==> src/rtl/fifo_arbiter.sv <==
// -----------------------------------------------------------------------------
// fifo_arbiter
//
// Sits between two producers (A, B), one consumer and a single `fifo`
// instance. The write side shares the fifo push port between the producers
// using a three-state ownership FSM. The read side turns a consumer request
// into a pop pulse and returns the popped word one cycle later.
//
// Write side
//   IDLE  : nobody owns the port. The next owner is picked from the valid
//           producers, and the round-robin pointer breaks ties.
//   OWN_A : A owns the port. B is held off.
//   OWN_B : B owns the port. A is held off.
//   While it owns the port, a producer may push one word per cycle unless
//   the fifo is full. On a full stall the owner keeps the port and the
//   burst count holds its value.
//   When a burst reaches BURST_MAX and the other side is waiting, the port
//   is handed over with no idle cycle in between.
//
// Read side
//   pop      = rd_req & ~fifo_empty & ~reset   (same cycle)
//   rd_valid = registered pop                  (one-cycle pulse)
//   rd_data  = head word captured in the pop cycle. It holds otherwise.
//
// Parameters
//   DATA_WIDTH : word width. It must match the fifo.
//   BURST_MAX  : words accepted per ownership while the other side waits
//                (1..15).
//
// Ports
//   clk, reset                 : rising-edge clock, synchronous active-high reset
//   a_valid/a_data/a_ready     : producer A handshake
//   b_valid/b_data/b_ready     : producer B handshake
//   push, data_in              : fifo write port (push only on accepted words)
//   fifo_full, fifo_empty      : fifo status, used in the same cycle
//   rd_req                     : consumer asks for one word
//   pop                        : fifo read strobe
//   fifo_data_out              : fifo head word (combinational)
//   rd_valid, rd_data          : popped word, returned one cycle after pop
//
// Configuration macro
//   FIFO_ARB_FIXED_PRIO_EN : when defined, A has fixed priority.
//     - A wins in IDLE.
//     - OWN_A ignores the burst limit.
//     - OWN_B gives up the port after any accepted word while A is valid.
//     - The round-robin pointer is not used.
//   When undefined (the default build), arbitration is round-robin with a
//   burst limit.
// -----------------------------------------------------------------------------
module fifo_arbiter #(
  parameter int DATA_WIDTH = 16,
  parameter int BURST_MAX  = 4
) (
  input  logic                  clk,
  input  logic                  reset,
  // producer A
  input  logic                  a_valid,
  input  logic [DATA_WIDTH-1:0] a_data,
  output logic                  a_ready,
  // producer B
  input  logic                  b_valid,
  input  logic [DATA_WIDTH-1:0] b_data,
  output logic                  b_ready,
  // fifo write port
  output logic                  push,
  output logic [DATA_WIDTH-1:0] data_in,
  input  logic                  fifo_full,
  input  logic                  fifo_empty,
  // consumer / fifo read port
  input  logic                  rd_req,
  output logic                  pop,
  input  logic [DATA_WIDTH-1:0] fifo_data_out,
  output logic                  rd_valid,
  output logic [DATA_WIDTH-1:0] rd_data
);

  typedef enum logic [1:0] {
    ST_IDLE  = 2'd0,
    ST_OWN_A = 2'd1,
    ST_OWN_B = 2'd2
  } state_e;

  typedef enum logic {
    SIDE_A = 1'b0,
    SIDE_B = 1'b1
  } side_e;

  localparam logic [3:0] BURST_LIMIT = 4'(BURST_MAX);

  // ---------------------------------------------------------------------------
  // State
  // ---------------------------------------------------------------------------
  state_e                state_q,     state_d;
  side_e                 rr_next_q,   rr_next_d;
  logic [3:0]            burst_cnt_q, burst_cnt_d;
  logic                  rd_valid_q,  rd_valid_d;
  logic [DATA_WIDTH-1:0] rd_data_q,   rd_data_d;

  // Owner view of the handshake. The owner and "other" sides are decoded
  // from the state, so one path serves both OWN_A and OWN_B.
  logic own_is_a;
  logic own_valid;
  logic other_valid;
  logic accept;
  logic leave;

  // ---------------------------------------------------------------------------
  // Write side: ownership FSM, next state and outputs
  // ---------------------------------------------------------------------------
  always_comb begin : write_side
    // NOTE: every signal this block drives gets a default value before any
    // branch. If a path skipped an assignment, synthesis would infer a latch.
    state_d     = state_q;
    rr_next_d   = rr_next_q;
    burst_cnt_d = burst_cnt_q;
    a_ready     = 1'b0;
    b_ready     = 1'b0;
    push        = 1'b0;
    data_in     = '0;
    accept      = 1'b0;
    leave       = 1'b0;

    own_is_a    = (state_q == ST_OWN_A);
    own_valid   = own_is_a ? a_valid : b_valid;
    other_valid = own_is_a ? b_valid : a_valid;

    case (state_q)
      ST_IDLE: begin
`ifdef FIFO_ARB_FIXED_PRIO_EN
        if (a_valid) begin
          state_d = ST_OWN_A;
        end else if (b_valid) begin
          state_d = ST_OWN_B;
        end
`else
        if (a_valid && b_valid) begin
          state_d = (rr_next_q == SIDE_A) ? ST_OWN_A : ST_OWN_B;
        end else if (a_valid) begin
          state_d = ST_OWN_A;
        end else if (b_valid) begin
          state_d = ST_OWN_B;
        end
`endif
      end

      ST_OWN_A, ST_OWN_B: begin
        // Ready depends only on fifo space. It is independent of valid.
        a_ready = own_is_a  & ~fifo_full;
        b_ready = ~own_is_a & ~fifo_full;
        accept  = own_valid & ~fifo_full;
        push    = accept;
        data_in = own_is_a ? a_data : b_data;

`ifdef FIFO_ARB_FIXED_PRIO_EN
        // A keeps the port for as long as it is valid. B gives the port up
        // as soon as A asks, but only after B has moved a word, so B is
        // never granted and then refused.
        if (!own_valid) begin
          leave = 1'b1;
        end else if (!own_is_a && accept && other_valid) begin
          leave = 1'b1;
        end

        if (leave) begin
          state_d = other_valid ? (own_is_a ? ST_OWN_B : ST_OWN_A) : ST_IDLE;
        end
`else
        begin : rr_yield
          logic [3:0] cnt_inc;
          // This count includes the word accepted this cycle. The limit
          // therefore takes effect on the accept that reaches it, and the
          // handoff leaves no bubble. A stalled cycle adds zero, so the
          // count holds.
          cnt_inc = burst_cnt_q + 4'(accept);

          if (!own_valid) begin
            leave = 1'b1;
          end else if (cnt_inc == BURST_LIMIT) begin
            if (other_valid) begin
              leave = 1'b1;
            end else begin
              // Nobody is waiting. Keep ownership and start a fresh burst.
              burst_cnt_d = '0;
            end
          end else begin
            burst_cnt_d = cnt_inc;
          end
        end

        if (leave) begin
          state_d     = other_valid ? (own_is_a ? ST_OWN_B : ST_OWN_A) : ST_IDLE;
          rr_next_d   = own_is_a ? SIDE_B : SIDE_A;
          burst_cnt_d = '0;
        end
`endif
      end

      default: begin
        state_d = ST_IDLE;
      end
    endcase

    // Reset gates the handshake in the same cycle, even in the middle of a
    // burst. A producer must never see a word accepted that the fifo will
    // not keep.
    if (reset) begin
      a_ready = 1'b0;
      b_ready = 1'b0;
      push    = 1'b0;
    end
  end

  // ---------------------------------------------------------------------------
  // Read side
  // ---------------------------------------------------------------------------
  assign pop = rd_req & ~fifo_empty & ~reset;

  always_comb begin : read_side
    rd_valid_d = pop;
    // The fifo head is combinational. Capture it in the pop cycle, before
    // the fifo moves to the next word.
    rd_data_d  = pop ? fifo_data_out : rd_data_q;
  end

  // ---------------------------------------------------------------------------
  // Registers
  // ---------------------------------------------------------------------------
  always_ff @(posedge clk) begin
    // NOTE: state is updated with non-blocking assignments. Every flop then
    // samples values from before the edge, whatever order the code is in.
    if (reset) begin
      state_q     <= ST_IDLE;
      rr_next_q   <= SIDE_A;
      burst_cnt_q <= '0;
      rd_valid_q  <= 1'b0;
      rd_data_q   <= '0;
    end else begin
      state_q     <= state_d;
      rr_next_q   <= rr_next_d;
      burst_cnt_q <= burst_cnt_d;
      rd_valid_q  <= rd_valid_d;
      rd_data_q   <= rd_data_d;
    end
  end

  assign rd_valid = rd_valid_q;
  assign rd_data  = rd_data_q;

  // ---------------------------------------------------------------------------
  // Interface invariants
  // ---------------------------------------------------------------------------
  a_push_not_full : assert property (@(posedge clk) disable iff (reset)
    push |-> !fifo_full);

  a_pop_not_empty : assert property (@(posedge clk) disable iff (reset)
    pop |-> !fifo_empty);

  a_single_ready : assert property (@(posedge clk) disable iff (reset)
    !(a_ready && b_ready));

  a_push_is_handshake : assert property (@(posedge clk) disable iff (reset)
    push |-> ((a_valid && a_ready) || (b_valid && b_ready)));

endmodule
==> config.mk <==
export PLATFORM = sky130hd
export DESIGN_NAME = fifo_arbiter
export DESIGN_NICKNAME = d
export VERILOG_FILES = /design/src/rtl/fifo_arbiter.sv
export SDC_FILE = /design/constraint.sdc
export NUM_CORES = 1
export LEC_CHECK = 0
export ABC_AREA = 1
export CAP_MARGIN = 20
export CORE_MARGIN = 2
export CORE_UTILIZATION = 25
export DETAILED_ROUTE_END_ITERATION = 7
export PLACE_DENSITY = 0.62
export SLEW_MARGIN = 10
export SYNTH_ARGS = -nofsm -noshare
export SYNTH_HDL_FRONTEND = slang
export SYNTH_SLANG_ARGS = --single-unit
==> constraint.sdc <==
create_clock -name clk -period 5.85 [get_ports clk]
set_input_delay 1.17 -clock clk [delete_from_list [all_inputs] [get_ports clk]]
set_output_delay 1.17 -clock clk [all_outputs]
set_load 0.1 [all_outputs]
# Word level (Yosys, flattened, before mapping)
# Cells that the tools add are included.
# totals
in_bits	55
reg_bits	24
wordCells	55
output_inout_bits	37
# classes
mux	27
bitwise	9
n_eq_ne	6
add_sub_neg	1
n_reduce_logical	7
# ops
op	n
$mux 16	2
$mux 4	4
$mux 2	7
$mux 1	13
$and 1x1->1	5
$add 4x1->4	1
$eq 4x3->1 const B	1
$ne 4x4->1 const B	1
$not 1->1	4
$pmux 2 s2	1
$reduce_and 2->1	2
$ne 3x2->1 const B	1
$reduce_and 3->1	1
$eq 2x1->1 const B	1
$eq 2x2->1 const B	1
$logic_not 2->1	1
$ne 2x2->1 const B	1
$reduce_bool 2->1	1
$reduce_or 2->1	1
$logic_and 1x1->1	1

# Longest topological paths before layout
# Gate-level depths: netlist (run 1).
# depth
word_depth	10
mapped_depth	19

# Least setup slack after synthesis (run 1)
# Ideal clock, no wire load.
# synth_path
path_type	in2out
startpoint	input fifo_full
endpoint	output push
t_arrival_ns	3.551
path_slack_ns	1.129
stages	2
n_path_buf	0
t_required_ns	4.680
path_cell_list	or2_2 > nor3_1
# synth_between
elab_chain_len	4
# synth_rtl
element	line_no	rtl
start: declaration	67	input logic fifo_full,
$not 1->1	150	accept = own_valid & ~fifo_full;
$and 1x1->1	150	
$mux 1	127	case (state_q)
$mux 1	206	if (reset) begin
end: declaration	65	output logic push,
# No other way between the ends.

# Final worst setup path (run 1)
# layout_path
startpoint	input reset
endpoint	output push
# layout_between
elab_chain_len	1
# layout_rtl
element	line_no	rtl
start: declaration	55	input logic reset,
$mux 1	206	
# No other way between the ends.

==> results.yml, run 1 <==
status:
  status: "complete, no violations"
drt:
  firstDrtPassIters: 4
  drt-initial-drc-count: 37
  drtAntennaViolNets: 0
  drt-total-wl_um: 4210
  post_drt_wl_per_cell_um: 11.6
  vias: 1591
  drc: 0
  vias_per_cell: 4.37
final_layout:
  fin_area_sq_um: 2340
  fillers: 566
  nNetsFinal: 355
  area_growth_syn_to_layout_pct: 73.8
  antennaDiodeCount: 0
  drive_gt1_share_pct: 5.10
synth:
  syn_area_per_cell_sq_um: 6.43
  synthDistinctLibCells: 26
  netlist_instances: 209
  synthesis.area_sq_um: 1340
  ys_seq_elements: 24
  synth_fp_nets: 269
  netlist.top_cell.by_area: "dfxtp_1"
  seq_area_frac_synth_pct: 35.8
  synth_area_leaders: "dfxtp_1, nand2_1, nor2_1"
  yosys_warnings: 0
  synth.top_cell.area_share_pct: 35.8
grt:
  globalRoute.totalOverflow: 0
  antenna_found_initial: 0
  grt_max_degree: 22
  grt_pass1_vias: 1522
  globalRouteTotalUtil_pct: 14.3
  grt_pass1_wl_um: 7070
pwr:
  powerDensity_nw_per_um2: 452
  vdd_drop_max_uv: 190
  p_leak_uw: 0.000983
placement:
  place_hpwl_um: 3140
  port_buffers: 91
  dpl-instance-area_sq_um: 2280
  gp_congestion: 0.779
floorplan:
  io_pins: 92
  initial_core_util_pct: 26.1
  fp.dieH_um: 77.3
  rows: 26
  dieArea_sq_um: 5980
  core_area_sq_um: 5140
  die_w_um: 77.3
timing:
  finalMaxSlewViolations: 0
  clock_skew_ps: 2.95
  fin_crit_sh_pct: 78.0
  period_minus_slack_ps: 4560
  worst_pin_slew_ps: 995
  finalHoldViolations: 0
  grt_setup_unrepaired: "no"
  fin_tns_setup_ps: 0
  relSlewSlack_pct: 33.5
  fmax_ghz: 0.219
  setup-violations-final: 0
setup_path:
  cp_max_fo: 7
  crit_arrival_ps: 3390
  cp.required_ps: 4680
  path_class: "primary input to output pin"
  cp-start-kind: "primary input"
  end_kind: "output pin"
cts:
  cts_root_buf: "clkbuf_8"
  clk_pin_slew_worst_paths_ps: 90
  clockBufferDepth: 2
  cts_setup_buffers: 0
  cts_inserted_buffers: 3
  clk_latency_ps: 260
  cts_tree: "yes"
  ctsResizeCount: 0
  hold_buffers: 0
  cts_max_level: 1
  cts.sinks: 24
worst_hold_path:
  hp-class: "flop to flop"
flow_run:
  cap_violations: 0
[state kept, by name, summed over array words and instances, names as in the netlist]
name,flops
rd_data,16
rr_next_q,1
rd_valid,1
burst_cnt_q,4
state_q,2
[routing by layer]
metal | vias up | share of wire (%) | wire length, um | track usage, %
li1 | 827 | - | - | -
met5 | - | 0 | 0 | 0
met2 | 86 | 38 | 1580 | 21.4
met4 | 0 | 0.33 | 14 | 3.75
met3 | 2 | 14 | 602 | 6.12
met1 | 676 | 48 | 2010 | 18.8
[path summary, 6_finish.rpt]
path,startpoint,slack [ps],cells past startpoint,to
max,reset,1290,4,push
min,burst_cnt_q[0]$_SDFFE_PP0P_,480,2,burst_cnt_q[0]$_SDFFE_PP0P_
max reg2reg,state_q[1]$_SDFFE_PP0P_,2980,16,state_q[0]$_SDFFE_PP0P_
min reg2reg,burst_cnt_q[0]$_SDFFE_PP0P_,480,2,burst_cnt_q[0]$_SDFFE_PP0P_
[where the power goes]
group | total [uW] | internal [uW] | switching, uW
Clock | 113 | 60.1 | 53.4
Combinational | 756 | 177 | 579
Sequential | 187 | 179 | 7.96
[Yosys cell counts (all sizes together)]
| library cell | count |
|---|---|
| o21ai | 17 |
| nor2 | 46 |
| o21bai | 1 |
| a211oi | 1 |
| dfxtp | 24 |
| nand3 | 5 |
| a21oi | 22 |
| clkbuf | 5 |
| nor3 | 2 |
| nand4 | 1 |
| buf | 5 |
| nand2 | 55 |
| inv | 16 |
| o21a | 1 |
| or2 | 2 |
| ha | 5 |
| clkinv | 1 |
[critical path, stage by stage]
cell and delay (ps):
clkdlybuf4s50_1 530, or2_2 350, nor3_1 170, clkdlybuf4s50_1 1160
[through the flow]
step                      hold WS, ps  worst slack [ps]  power [uW]  cells  util, %
after global placement            463              1260         949    360     44.4
after global routing              512              1220        1110    364     45.4
final                             478              1290        1060    364     45.4
after CTS                         476              1280        1060    364     45.4
after detailed placement          463              1280         950    360     44.4
after floorplan                   444              1130         778    209        -
[cells by family (layout without fill, tap and decap cells)]
family / Yosys count / count (layout) / synth area share (%)
AOI/OAI and AO/OA: 42 / 42 / 16.2
adders and majority gates: 5 / 5 / 4.66
buffers and inverters: 27 / 112 / 9.12
DFF: 24 / 24 / 35.8
and+or+nand+nor: 111 / 111 / 34.3
[final cells by class]
| class | count | area [sq um] | area share (%) |
|---|---|---|---|
| Tap cell | 70 | 87.6 | 3.75 |
| Timing Repair Buffer | 91 | 908 | 38.9 |
| Clock buffer | 4 | 55.1 | 2.36 |
| Sequential cell | 24 | 480 | 20.6 |
| Inverter | 17 | 63.8 | 2.73 |
| Multi-Input combinational cell | 158 | 741 | 31.7 |
[cells in the final DEF (no fill, tap or decap), drive strengths merged]
| cell type | synthesis | routed |
|---|---|---|
| o21ai | 17 | 17 |
| nand2 | 55 | 55 |
| buf | 5 | 1 |
| clkdlybuf4s50 | 0 | 90 |
| nor3 | 2 | 2 |
| dfxtp | 24 | 24 |
| nor2 | 46 | 46 |
| ha | 5 | 5 |
| clkbuf | 5 | 4 |
| clkinv | 1 | 1 |
| nand4 | 1 | 1 |
| o21bai | 1 | 1 |
| a211oi | 1 | 1 |
| a21oi | 22 | 22 |
| nand3 | 5 | 5 |
| o21a | 1 | 1 |
| or2 | 2 | 2 |
| inv | 16 | 16 |
(Power assumes the default switching activity.)
==> run 2: changes to the inputs <==
- PLACE_DENSITY: 0.62 -> 0.65
- clock period: 5.85 -> 3.9 ns (I/O delays scaled with it)
==> run 2 against run 1 <==
Compared with the run above:
- flip-flop and latch count did not move
- register-to-register slack lost 2000 ps
- sequential power is 50% higher
- worst setup slack worse by 310 ps
- final cell count is 0.27% higher
- combinational power is 47% higher
- die area unchanged
- global-route usage is 0.57 points lower
- via count down 0.19%
- critical path type is now flop to output pin
- largest cell class unchanged
==> results.yml, run 2 (synthesis gave the netlist of run 1 again) <==
setup_path:
  cp.required_ps: 3120
  cp-start-kind: "flop"
  r2r-start: "state_q[1]$_SDFFE_PP0P_"
  reg2reg_slack_ps: 1000
  r2r_cells: 16
  cp_max_fo: 20
  r2r_end: "state_q[0]$_SDFFE_PP0P_"
  crit_arrival_ps: 2140
  end_kind: "output pin"
  path_class: "flop to output pin"
cts:
  hold_buffers: 0
  cts_inserted_buffers: 3
  cts_max_level: 1
  clockBufferDepth: 2
  cts.sinks: 24
  clk_latency_ps: 270
  cts_root_buf: "clkbuf_8"
  cts_tree: "yes"
  clk_pin_slew_worst_paths_ps: 90
  ctsResizeCount: 0
  cts_setup_buffers: 0
final_layout:
  nNetsFinal: 356
  largest_reg_flops: 16
  fillers: 542
  layout_common_cells: "clkdlybuf4s50_1, nand2_1, nor2_1, dfxtp_1, a21oi_1"
  area_growth_syn_to_layout_pct: 72.2
  layout.cells.most_common: "clkdlybuf4s50_1"
  drive_gt1_share_pct: 12.2
  antennaDiodeCount: 0
  fin_cells: 365
  fin_area_sq_um: 2310
floorplan:
  rows: 26
  io_pins: 92
  fp.dieH_um: 77.3
  core_area_sq_um: 5140
  dieArea_sq_um: 5980
  initial_core_util_pct: 26.1
  die_w_um: 77.3
pwr:
  vdd_drop_max_uv: 291
  finalPower_uw: 1560
  p_leak_uw: 0.00102
  powerDensity_nw_per_um2: 674
worst_hold_path:
  min_path_cells: 2
  holdPathEnd: "burst_cnt_q[0]$_SDFFE_PP0P_"
  min_from: "burst_cnt_q[0]$_SDFFE_PP0P_"
  hp-class: "flop to flop"
timing:
  clock_skew_ps: 4.05
  grt_setup_unrepaired: "no"
  finalHoldViolations: 0
  fin_crit_sh_pct: 75.0
  relSlewSlack_pct: 33.4
  period_minus_slack_ps: 2920
  worst_pin_slew_ps: 996
  setup-violations-final: 0
  worst_slack_ps: 975
  fmax_ghz: 0.342
  finalMaxSlewViolations: 0
  fin_tns_setup_ps: 0
placement:
  post-place-cells: 361
  place_ws_ps: 741
  dpl-instance-area_sq_um: 2260
  port_buffers: 91
  place_hpwl_um: 3040
  gp_congestion: 0.776
grt:
  globalRouteTotalUtil_pct: 13.7
  globalRoute.totalOverflow: 0
  grt_max_degree: 22
  grt_pass1_vias: 1535
  grt_pass1_wl_um: 6800
  antenna_found_initial: 0
drt:
  vias: 1588
  drtAntennaViolNets: 0
  firstDrtPassIters: 4
  post_drt_wl_per_cell_um: 11.2
  drt-total-wl_um: 4070
  vias_per_cell: 4.35
  drc: 0
  drt-initial-drc-count: 46
status:
  status: "complete, no violations"
flow_run:
  cap_violations: 0
## run 2: cell types whose count changed in the layout (fill, tap and decap cells not counted)
| cell | before | now |
|---|---|---|
| buf_4 | 1 | 20 |
| nor3_1 | 2 | 1 |
| clkdlybuf4s50_1 | 90 | 71 |
| nor3_2 | 0 | 1 |
| buf_12 | 0 | 1 |
## run 2: worst max path at each step
stage | startpoint | end | slack, ps | depth (start not counted)
after floorplan | rd_req | pop | 520 | 5
after global routing | state_q[1]$_SDFFE_PP0P_ | state_q[0]$_SDFFE_PP0P_ | 730 | 16
after CTS | state_q[1]$_SDFFE_PP0P_ | data_in[6] | 940 | 6
final | state_q[1]$_SDFFE_PP0P_ | data_in[6] | 980 | 6
after global placement | b_valid | state_q[1]$_SDFFE_PP0P_ | 820 | 15
after detailed placement | b_valid | state_q[0]$_SDFFE_PP0P_ | 740 | 15
## run 2: power by group
part           leakage [uW]  switching [uW]  internal [uW]  total, uW
logic              0.000798             867            241       1110
clock network     0.0000288            81.2           90.2        171
registers          0.000197            12.6            268        281
## run 2: per-layer routing
metal  GRT usage, %  vias up  wire (um)
met5              0        -          0
met4           3.75        0         41
met3           6.94        5        629
met2           22.1       92       1560
met1           16.0      663       1840
li1               -      828          -
## run 2: critical path, cell delays in order (launching register included)
cell and delay, ps:
dfxtp_1 330, inv_1 90, ha_1 640, inv_2 330
nand2_1 130, a21oi_1 90, buf_4 280
## run 2: stage by stage
step                      hold slack (ps)  utilization [%]
after floorplan                       444                -
after CTS                             488             45.0
after global placement                470             43.9
after global routing                  515             45.0
final                                 485             45.0
after detailed placement              475             43.9
## run 2: layout make-up
class | instances | area [sq um] | share of cell area [%]
Timing Repair Buffer | 92 | 881 | 38.1
Multi-Input combinational cell | 158 | 746 | 32.2
Sequential cell | 24 | 480 | 20.8
Tap cell | 70 | 87.6 | 3.79
Inverter | 17 | 63.8 | 2.76
Clock buffer | 4 | 55.1 | 2.38
==> run 3: changes to the inputs <==
- PLACE_DENSITY: 0.65 -> 0.62
- clock period: 3.9 -> 2.9 ns (I/O delays scaled with it)
==> run 3 against run 2 <==
Compared with the run above:
- routed wire length rose by 2.3%
- critical path depth fell by 1
- final cell count rose by 1.1%
- die area did not move
- register-to-register slack got worse by 550 ps
- first-iteration DRC count fell by 17%
- worst setup slack got worse by 730 ps
- critical path type unchanged
- largest power group unchanged
- highest routed layer unchanged
==> results.yml, run 3 (synthesis gave the netlist of run 1 again) <==
status:
  status: "complete, no violations"
cts:
  cts_tree: "yes"
  hold_buffers: 0
  clockBufferDepth: 2
  cts_inserted_buffers: 3
  cts_max_level: 1
  cts_root_buf: "clkbuf_8"
  cts_setup_buffers: 0
  clk_latency_ps: 270
  clk_pin_slew_worst_paths_ps: 90
  cts.sinks: 24
  ctsResizeCount: 0
timing:
  worst_pin_slew_ps: 764
  whs_ps: 483
  relSlewSlack_pct: 49.0
  finalHoldViolations: 0
  fin_crit_sh_pct: 91.7
  worst_slack_ps: 242
  setup-violations-final: 0
  clock_skew_ps: 6.79
  fmax_ghz: 0.376
  grt_setup_unrepaired: "no"
  period_minus_slack_ps: 2660
  finalMaxSlewViolations: 0
drt:
  drt-total-wl_um: 4160
  drt-initial-drc-count: 38
  drtAntennaViolNets: 0
  vias: 1627
  firstDrtPassIters: 4
  vias_per_cell: 4.41
  post_drt_wl_per_cell_um: 11.3
  drc: 0
setup_path:
  cp_max_fo: 21
  crit_arrival_ps: 2080
  r2r-start: "state_q[1]$_SDFFE_PP0P_"
  cp_slowest_cell: "inv_1"
  cp.required_ps: 2320
  critPathTopFamily: "buffers and inverters"
  path_class: "flop to output pin"
  cp_num_buf_inv: 3
  critPathMaxStageDelay_ps: 600
  cp-start-kind: "flop"
  end_kind: "output pin"
  path_cells: "inv_1, ha_1, inv_1, a21oi_1, buf_12"
  startpoint: "state_q[0]$_SDFFE_PP0P_"
  cp_common_cell: "inv_1"
final_layout:
  largest_reg_flops: 16
  antennaDiodeCount: 0
  final_util_pct: 50.1
  nNetsFinal: 360
  area_growth_syn_to_layout_pct: 91.7
  layout_common_cells: "clkdlybuf4s50_1, nand2_1, nor2_1, dfxtp_1, buf_4"
  drive_gt1_share_pct: 21.1
  fillers: 523
  layout.cells.most_common: "clkdlybuf4s50_1"
grt:
  globalRouteTotalUtil_pct: 13.9
  antenna_found_initial: 0
  grt_pass1_wl_um: 6910
  grt_pass1_vias: 1608
  globalRoute.totalOverflow: 0
  grt_max_degree: 22
pwr:
  powerDensity_nw_per_um2: 966
  p_leak_uw: 0.00114
  vdd_drop_max_uv: 452
  finalPower_uw: 2490
floorplan:
  rows: 26
  die_w_um: 77.3
  dieArea_sq_um: 5980
  io_pins: 92
  fp.dieH_um: 77.3
  core_area_sq_um: 5140
  initial_core_util_pct: 26.1
flow_run:
  cap_violations: 0
placement:
  place_hpwl_um: 3250
  gp_congestion: 0.741
  place_ws_ps: 53.7
  port_buffers: 91
worst_hold_path:
  min_from: "burst_cnt_q[0]$_SDFFE_PP0P_"
  hp-class: "flop to flop"
## run 3: cell types whose count changed in the layout (fill, tap and decap cells not counted), sizes merged
cell and change:
clkdlybuf4s50 -17, buf +21, bufinv +1, clkbuf -1
## run 3: area by class of cell
type                    count  area [sq um]  share of cell area (%)
repair buffers             96          1110                    42.9
clock inverters             1          30.0                    1.17
multi-input cells         158           767                    29.8
clock buffers               3          41.3                    1.60
flip-flops and latches     24           480                    18.6
well taps                  70          87.6                    3.40
inverters                  17          63.8                    2.48
## run 3: path summary, 6_finish.rpt
kind	to	slack [ps]	cells past startpoint
max	data_in[9]	240	5
min	burst_cnt_q[0]$_SDFFE_PP0P_	480	2
max reg2reg	state_q[0]$_SDFFE_PP0P_	450	16
min reg2reg	burst_cnt_q[0]$_SDFFE_PP0P_	480	2
## run 3: stage by stage
| step | setup TNS (ps) | cell area, sq um | instances |
|---|---|---|---|
| detailed placement | 0 | 2500 | 365 |
| finish | 0 | 2580 | 369 |
| global placement | 0 | 2500 | 365 |
| CTS | 0 | 2580 | 369 |
| floorplan | -2370 | 1370 | 209 |
| global route | 0 | 2580 | 369 |
## run 3: power by group
group	internal, uW	leakage (uW)	switching, uW	total [uW]
Sequential	360	0.000197	16.9	377
Clock	185	0.0000357	109	294
Combinational	576	0.000907	1240	1820
## run 3: worst min-delay path: stages (launching register included)
cell and delay (ps):
dfxtp_1 320, nand2_1 60, a21oi_1 60
## run 3: metal layers
layer  wire length (um)  track usage [%]  up-vias
met3                486             4.71        4
li1                   -                -      837
met4                 35             3.21        0
met2               1660             22.8       85
met5                  0                0        -
met1               1980             17.6      701
